**src/rtl/vend_pkg.sv**
```systemverilog
// Vending-path shared constants: coin values and the payout FSM state encoding.
// Also imported by the coin-accept controller.
package vend_pkg;

    localparam int NICKEL_C = 5;
    localparam int DIME_C   = 10;

    typedef enum logic [2:0] {
        ST_IDLE   = 3'd0,
        ST_SELECT = 3'd1,
        ST_EJECT  = 3'd2,
        ST_DONE   = 3'd3,
        ST_FAULT  = 3'd4
    } disp_state_e;

endpackage

```
**src/rtl/change_dispenser_watchdog.sv**
```systemverilog
// Eject watchdog: counts cycles while enabled, strobes timeout in the
// ACK_TIMEOUT-th enabled cycle so the eject line is high exactly that long.
module eject_watchdog #(
    parameter int ACK_TIMEOUT = 15
) (
    input  logic clk,
    input  logic reset,
    input  logic clear,
    input  logic enable,
    output logic timeout
);

    localparam int CW = $clog2(ACK_TIMEOUT + 1);

    logic [CW-1:0] cnt_q;
    logic [CW-1:0] cnt_d;

    // Next count: clear dominates, otherwise advance while enabled.
    always_comb begin
        if (clear) begin
            cnt_d = '0;
        end else if (enable) begin
            cnt_d = cnt_q + CW'(1);
        end else begin
            cnt_d = cnt_q;
        end
    end

    assign timeout = enable && (cnt_q == CW'(ACK_TIMEOUT - 1));

    // Counter register.
    always_ff @(posedge clk or posedge reset) begin
        if (reset) begin
            cnt_q <= '0;
        end else begin
            cnt_q <= cnt_d;
        end
    end

endmodule

```
**src/rtl/change_dispenser.sv**
```systemverilog
// Change payout controller: greedy dime/nickel ejects over a level/ack hopper
// handshake, with coin inventory tracking, short-change and sticky fault report.
module change_dispenser
    import vend_pkg::*;
#(
    parameter int AMT_W        = 5,
    parameter int CNT_W        = 6,
    parameter int INIT_NICKELS = 10,
    parameter int INIT_DIMES   = 10,
    parameter int ACK_TIMEOUT  = 15,
    parameter int LOW_MARK     = 2
) (
    input  logic             clk,
    input  logic             reset,
    input  logic             change_valid,
    input  logic [AMT_W-1:0] change_in,
    input  logic             refill,
    input  logic [CNT_W-1:0] refill_nickels,
    input  logic [CNT_W-1:0] refill_dimes,
    input  logic             coin_ack,
    output logic             nickel_eject,
    output logic             dime_eject,
    output logic             busy,
    output logic             done,
    output logic             short_change,
    output logic             fault,
    output logic [CNT_W-1:0] nickels_left,
    output logic [CNT_W-1:0] dimes_left,
    output logic             low_stock
);

    disp_state_e      state_q, state_d;
    logic [AMT_W-1:0] remaining_q, remaining_d;
    logic [CNT_W-1:0] nickels_q, nickels_d;
    logic [CNT_W-1:0] dimes_q, dimes_d;
    logic             sel_dime_q, sel_dime_d;
    logic             nickel_eject_q, nickel_eject_d;
    logic             dime_eject_q, dime_eject_d;
    logic             busy_q, busy_d;
    logic             done_q, done_d;
    logic             short_q, short_d;
    logic             fault_q, fault_d;
    logic             wd_timeout_s;

    eject_watchdog #(
        .ACK_TIMEOUT (ACK_TIMEOUT)
    ) u_watchdog (
        .clk     (clk),
        .reset   (reset),
        .clear   (state_q != ST_EJECT),
        .enable  (state_q == ST_EJECT),
        .timeout (wd_timeout_s)
    );

    // Next-state, datapath and registered-output decode.
    always_comb begin
        state_d     = state_q;
        remaining_d = remaining_q;
        nickels_d   = nickels_q;
        dimes_d     = dimes_q;
        sel_dime_d  = sel_dime_q;
        short_d     = 1'b0;
        fault_d     = fault_q;
        case (state_q)
            ST_IDLE: begin
                if (change_valid) begin
                    remaining_d = change_in;
                    state_d     = ST_SELECT;
                end else if (refill) begin
                    nickels_d = refill_nickels;
                    dimes_d   = refill_dimes;
                end else begin
                    state_d = ST_IDLE;
                end
            end
            ST_SELECT: begin
                if ((remaining_q >= AMT_W'(DIME_C)) && (dimes_q != '0)) begin
                    sel_dime_d = 1'b1;
                    state_d    = ST_EJECT;
                end else if ((remaining_q >= AMT_W'(NICKEL_C)) && (nickels_q != '0)) begin
                    sel_dime_d = 1'b0;
                    state_d    = ST_EJECT;
                end else begin
                    short_d = (remaining_q != '0);
                    state_d = ST_DONE;
                end
            end
            ST_EJECT: begin
                // An ack arriving in the timeout cycle still counts as delivered.
                if (coin_ack) begin
                    if (sel_dime_q) begin
                        dimes_d     = dimes_q - CNT_W'(1);
                        remaining_d = remaining_q - AMT_W'(DIME_C);
                    end else begin
                        nickels_d   = nickels_q - CNT_W'(1);
                        remaining_d = remaining_q - AMT_W'(NICKEL_C);
                    end
                    state_d = ST_SELECT;
                end else if (wd_timeout_s) begin
                    fault_d = 1'b1;
                    state_d = ST_FAULT;
                end else begin
                    state_d = ST_EJECT;
                end
            end
            ST_DONE:  state_d = ST_IDLE;
            ST_FAULT: state_d = ST_FAULT;
            default:  state_d = ST_IDLE;
        endcase

        dime_eject_d   = (state_d == ST_EJECT) && sel_dime_d;
        nickel_eject_d = (state_d == ST_EJECT) && !sel_dime_d;
        busy_d         = (state_d != ST_IDLE);
        done_d         = (state_d == ST_DONE);
    end

    // FSM, datapath and output registers.
    always_ff @(posedge clk or posedge reset) begin
        if (reset) begin
            state_q        <= ST_IDLE;
            remaining_q    <= '0;
            nickels_q      <= CNT_W'(INIT_NICKELS);
            dimes_q        <= CNT_W'(INIT_DIMES);
            sel_dime_q     <= 1'b0;
            nickel_eject_q <= 1'b0;
            dime_eject_q   <= 1'b0;
            busy_q         <= 1'b0;
            done_q         <= 1'b0;
            short_q        <= 1'b0;
            fault_q        <= 1'b0;
        end else begin
            state_q        <= state_d;
            remaining_q    <= remaining_d;
            nickels_q      <= nickels_d;
            dimes_q        <= dimes_d;
            sel_dime_q     <= sel_dime_d;
            nickel_eject_q <= nickel_eject_d;
            dime_eject_q   <= dime_eject_d;
            busy_q         <= busy_d;
            done_q         <= done_d;
            short_q        <= short_d;
            fault_q        <= fault_d;
        end
    end

    assign nickel_eject = nickel_eject_q;
    assign dime_eject   = dime_eject_q;
    assign busy         = busy_q;
    assign done         = done_q;
    assign short_change = short_q;
    assign fault        = fault_q;
    assign nickels_left = nickels_q;
    assign dimes_left   = dimes_q;
    assign low_stock    = (nickels_q <= CNT_W'(LOW_MARK)) || (dimes_q <= CNT_W'(LOW_MARK));

endmodule

```
**config.mk**
```make
export PLATFORM = sky130hd
export DESIGN_NAME = change_dispenser
export DESIGN_NICKNAME = d
export VERILOG_FILES = /design/src/rtl/vend_pkg.sv /design/src/rtl/change_dispenser_watchdog.sv /design/src/rtl/change_dispenser.sv
export SDC_FILE = /design/constraint.sdc
export NUM_CORES = 1
export LEC_CHECK = 0
export ABC_AREA = 1
export CAP_MARGIN = 5
export CORE_ASPECT_RATIO = 1.2
export CORE_MARGIN = 10
export CORE_UTILIZATION = 45
export CTS_CLUSTER_DIAMETER = 50
export DETAILED_ROUTE_END_ITERATION = 8
export GPL_TIMING_DRIVEN = 0
export PLACE_DENSITY = 0.71
export SLEW_MARGIN = 20
export SYNTH_ARGS = -nofsm -noshare
export SYNTH_HDL_FRONTEND = slang
export SYNTH_HIERARCHICAL = 1
export SYNTH_SLANG_ARGS = --single-unit
```
**constraint.sdc**
```tcl
create_clock -name clk -period 1.9 [get_ports clk]
set_input_delay 0.475 -clock clk [delete_from_list [all_inputs] [get_ports clk]]
set_output_delay 0.475 -clock clk [all_outputs]
set_load 0.02 [all_outputs]
```
==> run summary, run 1 <==
PLACE
--------------------------------------------------------------------------------------------------
Weighted congestion reported at the end of routability-driven placement                     0.8283
Worst slack after detailed placement                                                    -0.2438 ns
IO Port Bufs                                                                                    40
Sum of net half-perimeters after detailed placement                                        3860 um

SYNTH
--------------------------------------------------------------------------------------------------
Number of distinct library cells after synthesis                                                29
Warnings from Yosys                                                                              6
Fraction of post-synthesis cell area in the top cell type by area                           0.3230
Post-synth top area cell                                                              sky130_fd_sc_hd__dfrtp_1
Dominant cells by area after synthesis                                                sky130_fd_sc_hd__dfrtp_1 32%, sky130_fd_sc_hd__nand2_1 21%, sky130_fd_sc_hd__ha_1 7.8%
Avg Cell Area, Syn                                                                       7.044 um2
Cell area after technology mapping                                                        2092 um2
Register area share after synthesis                                                         0.3732
Post-Synthesis Cells                                                                           297
Synthesized flop and latch total                                                                31
Post-Syn Nets                                                                                  332

CLOCK TREE
--------------------------------------------------------------------------------------------------
CTS HTree Levels                                                                                 2
Buffers from clock root to sink, at most                                                         2
Clock sinks                                                                                     31
Root Buffer Master                                                                    sky130_fd_sc_hd__clkbuf_8
Number of buffers added by the clock tree synthesis step                                         5
Quantity of hold-fixing buffers added after cts                                                  0
Clock latency on the worst-skew pair                                                       0.29 ns
TritonCTS clock tree                                                                         built
Clock transition time at the flip-flop clock pins of the worst setup and hold paths        0.08 ns

GLOBAL ROUTE
--------------------------------------------------------------------------------------------------
Global-route wire length before repair                                                     8514 um
Largest net degree at the start of global routing                                               28
Number of antenna violations at the first check in global routing                                0
Number of global-route vias before repair                                                     1943
Global router's overall resource usage                                                      0.1379
Aggregate global routing overflow                                                                0

SETUP PATH
--------------------------------------------------------------------------------------------------
Critical path required time                                                                1.42 ns
Maximum net fanout on the critical path                                                          6
Endpoint kind of the worst setup timing path                                          primary output
Startpoint type of the worst setup path                                                  flip-flop
Data arrival time of the critical path                                                     1.38 ns
Type of the worst setup path                                                          flip-flop to primary output

DRT
--------------------------------------------------------------------------------------------------
Count of routing violations after the opening detailed-route iteration                          36
TritonRoute pass-1 iters                                                                         4
Routed wire length                                                                         5051 um
Via density per instance                                                                     4.815
Average wire length per cell after detail routing                                         12.44 um
Detail Route Antenna Nets                                                                        0
Total via count after detailed routing                                                        1955
DR DRC count                                                                                     0

POWER AND IR DROP
--------------------------------------------------------------------------------------------------
Sequential Power Share                                                                       0.283
Net switching power                                                                       2.167 mW
Share of total power consumed by net switching                                              0.4881
Leakage component of the power                                                            1.444 nW
Internal power contribution                                                               2.273 mW
Clock network power share                                                                    0.116
PwrDens                                                                                1654 nW/um2
Proportion of power drawn by combinational gates                                             0.601
IR drop worst, VDD                                                                       0.6281 mV

STA
--------------------------------------------------------------------------------------------------
Crit path setup slack, layout                                                           0.04523 ns
Maximum clock skew at final layout                                                     0.009371 ns
Total negative slack                                                                          0 ns
Final hold slack                                                                         0.4103 ns
Worst Tran Pin Value                                                                     0.5914 ns
Ratio of final minimum period to clock period                                               0.9762
Highest attainable clock frequency                                                      0.5392 GHz
Hold Fails Final Rpt                                                                             0
Max-slew headroom                                                                           0.6052
Post-route minimum period                                                                 1.855 ns
Setup repair after global routing missed its margin                                             no
# setup viols final                                                                              0
Total count of max-transition violations in the final report                                     0

FLOORPLANNING
--------------------------------------------------------------------------------------------------
Core region area                                                                          4561 um2
Initial Util                                                                                0.4587
Floorplan die area                                                                        7787 um2
Die Y                                                                                     94.69 um
Cell Rows                                                                                       27
Die width                                                                                 82.24 um
Top-level I/O count                                                                             41

FLOW RUN
--------------------------------------------------------------------------------------------------
Max-capacitance violation count                                                                  0

FINAL LAYOUT
--------------------------------------------------------------------------------------------------
Area growth, synth to finish                                                                28.35%
Post-Route Utilization                                                                      0.5888
Fill count                                                                                     448
Diode count                                                                                      0
NumNets Final                                                                                  382
Share of cells above drive strength 1                                                       0.1322

MIN PATH
--------------------------------------------------------------------------------------------------
Path category of the worst min-delay check                                            input port to asynchronous set/reset pin

OUTCOME
--------------------------------------------------------------------------------------------------
Run status                                                                               completed

[cells in the final DEF (no fill, tap or decap), drive strengths merged, types with 6 or more instances in the layout]
| master | Yosys | routed |
|---|---|---|
| nand2 | 120 | 120 |
| inv | 41 | 41 |
| clkdlybuf4s50 | 0 | 33 |
| nor2 | 28 | 28 |
| dfrtp | 27 | 27 |
| nand3 | 24 | 24 |
| o21ai | 16 | 16 |
| ha | 13 | 13 |
| buf | 4 | 8 |
| clkbuf | 0 | 6 |
[cells in the mapped netlist]
| master | number |
|---|---|
| sky130_fd_sc_hd__nand2_1 | 115 |
| sky130_fd_sc_hd__inv_1 | 36 |
| sky130_fd_sc_hd__dfrtp_1 | 27 |
| sky130_fd_sc_hd__nor2_1 | 23 |
| sky130_fd_sc_hd__nand3_1 | 18 |
| sky130_fd_sc_hd__o21ai_0 | 14 |
| sky130_fd_sc_hd__ha_1 | 13 |
| sky130_fd_sc_hd__nand3_2 | 6 |
| sky130_fd_sc_hd__inv_2 | 5 |
| sky130_fd_sc_hd__nand2_2 | 5 |
| sky130_fd_sc_hd__a21oi_1 | 4 |
| sky130_fd_sc_hd__dfstp_2 | 4 |
| sky130_fd_sc_hd__nand4_1 | 3 |
| sky130_fd_sc_hd__nor2_4 | 3 |
| sky130_fd_sc_hd__buf_2 | 2 |
| sky130_fd_sc_hd__nor2_2 | 2 |
| sky130_fd_sc_hd__o21ai_1 | 2 |
| sky130_fd_sc_hd__o21bai_1 | 2 |
| sky130_fd_sc_hd__xnor2_1 | 2 |
| sky130_fd_sc_hd__xor2_1 | 2 |
| sky130_fd_sc_hd__a31oi_1 | 1 |
| sky130_fd_sc_hd__and2_1 | 1 |
| sky130_fd_sc_hd__buf_4 | 1 |
| sky130_fd_sc_hd__buf_6 | 1 |
| sky130_fd_sc_hd__nand3b_1 | 1 |
| sky130_fd_sc_hd__nor3_1 | 1 |
| sky130_fd_sc_hd__o211ai_1 | 1 |
| sky130_fd_sc_hd__o21a_1 | 1 |
| sky130_fd_sc_hd__o21bai_2 | 1 |
[layout make-up]
| class | count | area, um2 | area share |
|---|---|---|---|
| sequential | 31 | 782.0 | 0.2912 |
| multi-input combinational | 221 | 1139 | 0.4240 |
| tap | 58 | 72.57 | 0.02703 |
| clock inverter | 2 | 12.51 | 0.004660 |
| buffer | 4 | 28.78 | 0.01072 |
| inverter | 41 | 153.9 | 0.05732 |
| timing repair buffer | 43 | 424.2 | 0.1580 |
| clock buffer | 6 | 72.57 | 0.02703 |
[power by group through the flow]
stage	Combinational, mW	Clock (mW)	Sequential, mW
detailed placement	2.65	0	1.26
CTS	2.66	0.525	1.25
global route	3.02	0.554	1.30
global placement	2.60	0	1.25
floorplan	1.66	0	1.40
finish	2.67	0.516	1.26
[state kept, by name (all words and copies together), names as in the netlist, 3 cells and up]
name	count
dimes_left	6
nickels_left	6
remaining_q	5
u_watchdog/cnt_q	4
state_q	3
[metal layers]
metal  part of all wire  GRT usage
met4              0.025    0.07244
met1               0.42     0.1421
met3              0.057    0.03517
met5                  0          0
met2               0.50     0.2468
[metrics by stage]
stage               cells  total power [mW]  cell area [um2]
CTS                   405             4.442             2664
global route          406             4.874             2685
floorplan             297             3.064             2092
finish                406             4.440             2685
detailed placement    395             3.914             2565
global placement      395             3.858             2565
[final timing paths]
check,startpoint,endpoint,slack (ns),depth (start not counted)
worst max-delay path,dimes_left[3],low_stock,0.05,5
worst min-delay path,reset,u_watchdog/cnt_q[2],0.41,2
worst max register to register,state_q[0],busy,0.20,11
worst min register to register,fault,fault,0.46,2
max in group asynchronous,reset,dimes_left[2],0.89,2
min in group clk,fault,fault,0.46,2
[timing repair]
| item | CTS | global route |
|---|---|---|
| setup buffers | 2 | 1 |
| pin swaps | 0 | 0 |
| gates resized for setup | 11 | 6 |
| setup endpoints to repair | 5 | 3 |
[critical path: stages (launching register included)]
cell,delay [ns]
sky130_fd_sc_hd__dfstp_2,0.57
sky130_fd_sc_hd__nor2_4,0.05
sky130_fd_sc_hd__and2_1,0.14
sky130_fd_sc_hd__o21ai_0,0.08
sky130_fd_sc_hd__nand2_1,0.10
sky130_fd_sc_hd__buf_6,0.14
[kinds of logic after synthesis]
family	after synthesis	share of synthesized area
AOI/OAI and AO/OA	26	0.07058
adders and majority gates	13	0.07775
xor gates and xnor gates	4	0.01675
and+or+nand+nor	178	0.3744
DFF	31	0.3732
buffers and inverters	45	0.08732
Note: power is estimated with default switching activity, not from simulation.
==> run 2, diff against run 1 <==
--- a/config.mk
+++ b/config.mk
@@ -9,13 +9,15 @@
 export CAP_MARGIN = 5
 export CORE_ASPECT_RATIO = 1.2
 export CORE_MARGIN = 10
-export CORE_UTILIZATION = 45
+export CORE_UTILIZATION = 52
 export CTS_CLUSTER_DIAMETER = 50
+export CTS_CLUSTER_SIZE = 30
 export DETAILED_ROUTE_END_ITERATION = 8
 export GPL_TIMING_DRIVEN = 0
-export PLACE_DENSITY = 0.71
+export PLACE_DENSITY = 0.8
 export SLEW_MARGIN = 20
 export SYNTH_ARGS = -nofsm -noshare
 export SYNTH_HDL_FRONTEND = slang
 export SYNTH_HIERARCHICAL = 1
 export SYNTH_SLANG_ARGS = --single-unit
+export TNS_END_PERCENT = 5
==> run 2 against run 1 <==
Net effect: global-route usage increased by 0.95 points; register-to-register slack about the same; clock power increased by 15%; hold slack got worse by 0.0069 ns; die area decreased by 10%; first-iteration DRC count increased to 2.9 times the previous value; routed wire length decreased by 2.6%; count of clock-buffer cells in the layout increased by 1; critical path depth decreased by 3; combinational power about the same; critical endpoint is now nickels_left[0]; largest power group unchanged; highest routed layer unchanged.
==> run summary, run 2 (synthesis gave the netlist of run 1 again) <==
OUTCOME
--------------------------------------------------------------------------------------------------
Run status                                                                               completed

CLOCK TREE
--------------------------------------------------------------------------------------------------
CTS HTree Levels                                                                                 2
Clock latency on the worst-skew pair                                                       0.30 ns
Root Buffer Master                                                                    sky130_fd_sc_hd__clkbuf_8
Number of buffers added by the clock tree synthesis step                                         5
Clock sinks                                                                                     31
Buffers from clock root to sink, at most                                                         2
TritonCTS clock tree                                                                         built
Quantity of hold-fixing buffers added after cts                                                  0
Clock transition time at the flip-flop clock pins of the worst setup and hold paths        0.07 ns

FINAL LAYOUT
--------------------------------------------------------------------------------------------------
Diode count                                                                                      0
Most common cell after layout, fill and taps aside                                    sky130_fd_sc_hd__nand2_1
Commonest non-fill, non-tap cells in the layout                                       115 x sky130_fd_sc_hd__nand2_1, 35 x sky130_fd_sc_hd__inv_1, 33 x sky130_fd_sc_hd__clkdlybuf4s50_1
Area growth, synth to finish                                                                29.37%
Fill count                                                                                     344
Post-Route Utilization                                                                      0.6922
Share of cells above drive strength 1                                                       0.1404
Non-Filler Instances                                                                           403
Total non-filler cell area in the finished layout                                         2706 um2
NumNets Final                                                                                  383

PLACE
--------------------------------------------------------------------------------------------------
Instance area at placement                                                                2560 um2
# placed instances                                                                             391
Weighted congestion reported at the end of routability-driven placement                     0.8763
Worst slack after detailed placement                                                    -0.2401 ns
IO Port Bufs                                                                                    40
Sum of net half-perimeters after detailed placement                                        3711 um

FLOORPLANNING
--------------------------------------------------------------------------------------------------
Top-level I/O count                                                                             41
Die Y                                                                                     89.48 um
Core region area                                                                          3910 um2
Floorplan die area                                                                        6970 um2
Die width                                                                                 77.90 um
Initial Util                                                                                0.5350
Cell Rows                                                                                       25

SETUP PATH
--------------------------------------------------------------------------------------------------
Data arrival time of the critical path                                                     1.38 ns
Standard cell with the maximum stage delay on the critical path                       sky130_fd_sc_hd__clkdlybuf4s50_1
Critical path required time                                                                1.42 ns
Maximum net fanout on the critical path                                                          4
Stage delay of the slowest cell on the critical path                                       0.60 ns
Critical path, cell by cell                                                           buf_4, clkdlybuf4s50_1
Type of the worst setup path                                                          flip-flop to primary output
Endpoint kind of the worst setup timing path                                          primary output
Startpoint type of the worst setup path                                                  flip-flop

GLOBAL ROUTE
--------------------------------------------------------------------------------------------------
Global-route wire length before repair                                                     8245 um
Aggregate global routing overflow                                                                0
Number of global-route vias before repair                                                     1928
Largest net degree at the start of global routing                                               28
Global router's overall resource usage                                                      0.1474
Number of antenna violations at the first check in global routing                                0

STA
--------------------------------------------------------------------------------------------------
# setup viols final                                                                              0
Total count of max-transition violations in the final report                                     0
Crit path setup slack, layout                                                           0.04656 ns
Max-slew headroom                                                                           0.6051
Hold Fails Final Rpt                                                                             0
Worst Tran Pin Value                                                                     0.5914 ns
Highest attainable clock frequency                                                      0.5395 GHz
Final hold slack                                                                         0.4034 ns
Ratio of final minimum period to clock period                                               0.9755
Maximum clock skew at final layout                                                      0.01146 ns
Setup repair after global routing missed its margin                                             no
Post-route minimum period                                                                 1.853 ns

DRT
--------------------------------------------------------------------------------------------------
Total via count after detailed routing                                                        1960
TritonRoute pass-1 iters                                                                         4
Average wire length per cell after detail routing                                         12.21 um
Count of routing violations after the opening detailed-route iteration                         104
DR DRC count                                                                                     0
Via density per instance                                                                     4.864
Detail Route Antenna Nets                                                                        0
Routed wire length                                                                         4921 um

POWER AND IR DROP
--------------------------------------------------------------------------------------------------
PwrDens                                                                                1672 nW/um2
IR drop worst, VDD                                                                       0.8578 mV
Leakage component of the power                                                            1.460 nW

MIN PATH
--------------------------------------------------------------------------------------------------
Path category of the worst min-delay check                                            input port to asynchronous set/reset pin

FLOW RUN
--------------------------------------------------------------------------------------------------
Max-capacitance violation count                                                                  0

## run 2: cell count changes in the layout (fill, tap and decap cells not counted)
| cell | before | now |
|---|---|---|
| sky130_fd_sc_hd__and2_1 | 1 | 0 |
| sky130_fd_sc_hd__and2_4 | 0 | 1 |
| sky130_fd_sc_hd__buf_2 | 2 | 3 |
| sky130_fd_sc_hd__buf_4 | 4 | 5 |
| sky130_fd_sc_hd__buf_6 | 2 | 1 |
| sky130_fd_sc_hd__clkbuf_1 | 1 | 0 |
| sky130_fd_sc_hd__clkbuf_8 | 5 | 7 |
| sky130_fd_sc_hd__clkinv_2 | 1 | 0 |
| sky130_fd_sc_hd__inv_1 | 34 | 35 |
| sky130_fd_sc_hd__inv_2 | 7 | 6 |
| sky130_fd_sc_hd__o21ai_0 | 14 | 13 |
| sky130_fd_sc_hd__o21ai_2 | 0 | 1 |
## run 2: worst paths after layout
kind / cells after the start / slack, ns / end / start
worst max-delay path: 2 / 0.05 / nickels_left[0] / nickels_left[0]
min in group clk: 2 / 0.47 / fault / fault
worst min-delay path: 2 / 0.40 / u_watchdog/cnt_q[2] / reset
worst min register to register: 2 / 0.47 / fault / fault
max in group asynchronous: 2 / 0.88 / dimes_left[2] / reset
worst max register to register: 11 / 0.20 / busy / state_q[0]
## run 2: metal layers
metal | global-route usage | part of all wire | vias up
met3 | 0.04326 | 0.050 | 6
met5 | 0 | 0 | -
met2 | 0.2891 | 0.53 | 33
met4 | 0.05057 | 0.015 | 0
li1 | - | - | 1027
met1 | 0.1443 | 0.40 | 894
## run 2: repair_timing
item	in CTS	in global routing
gates resized for setup	11	6
pin swaps	0	1
setup endpoints to repair	5	3
buffers inserted	1	3
## run 2: layout make-up
class / count / area, um2 / area share
Timing Repair Buffer: 44 / 425.4 / 0.1572
Sequential cell: 31 / 782.0 / 0.2890
Clock buffer: 7 / 96.34 / 0.03560
Multi-Input combinational cell: 221 / 1145 / 0.4230
Tap cell: 54 / 67.56 / 0.02497
Buffer: 4 / 28.78 / 0.01063
Inverter: 41 / 153.9 / 0.05687
Clock inverter: 1 / 7.507 / 0.002774
## run 2: stage by stage
step	power [mW]	TNS [ns]
2_1_floorplan	3.064	0
3_3_place_gp	3.831	-0.2347
3_5_place_dp	3.901	-0.2401
4_1_cts	4.491	0
5_1_grt	4.972	0
6_report	4.526	0
## run 2: critical path: cells and delay by family (launching register included)
kind,cells,cell delay [ns]
flip-flops,1,0.36
buffers and inverters,2,0.73
## run 2: power breakdown
group	internal, mW	switching (mW)	total [mW]	leakage, nW
sequential	0.961	0.292	1.25	0.382
combinational	1.06	1.62	2.68	1.03
clock	0.329	0.262	0.592	0.0505
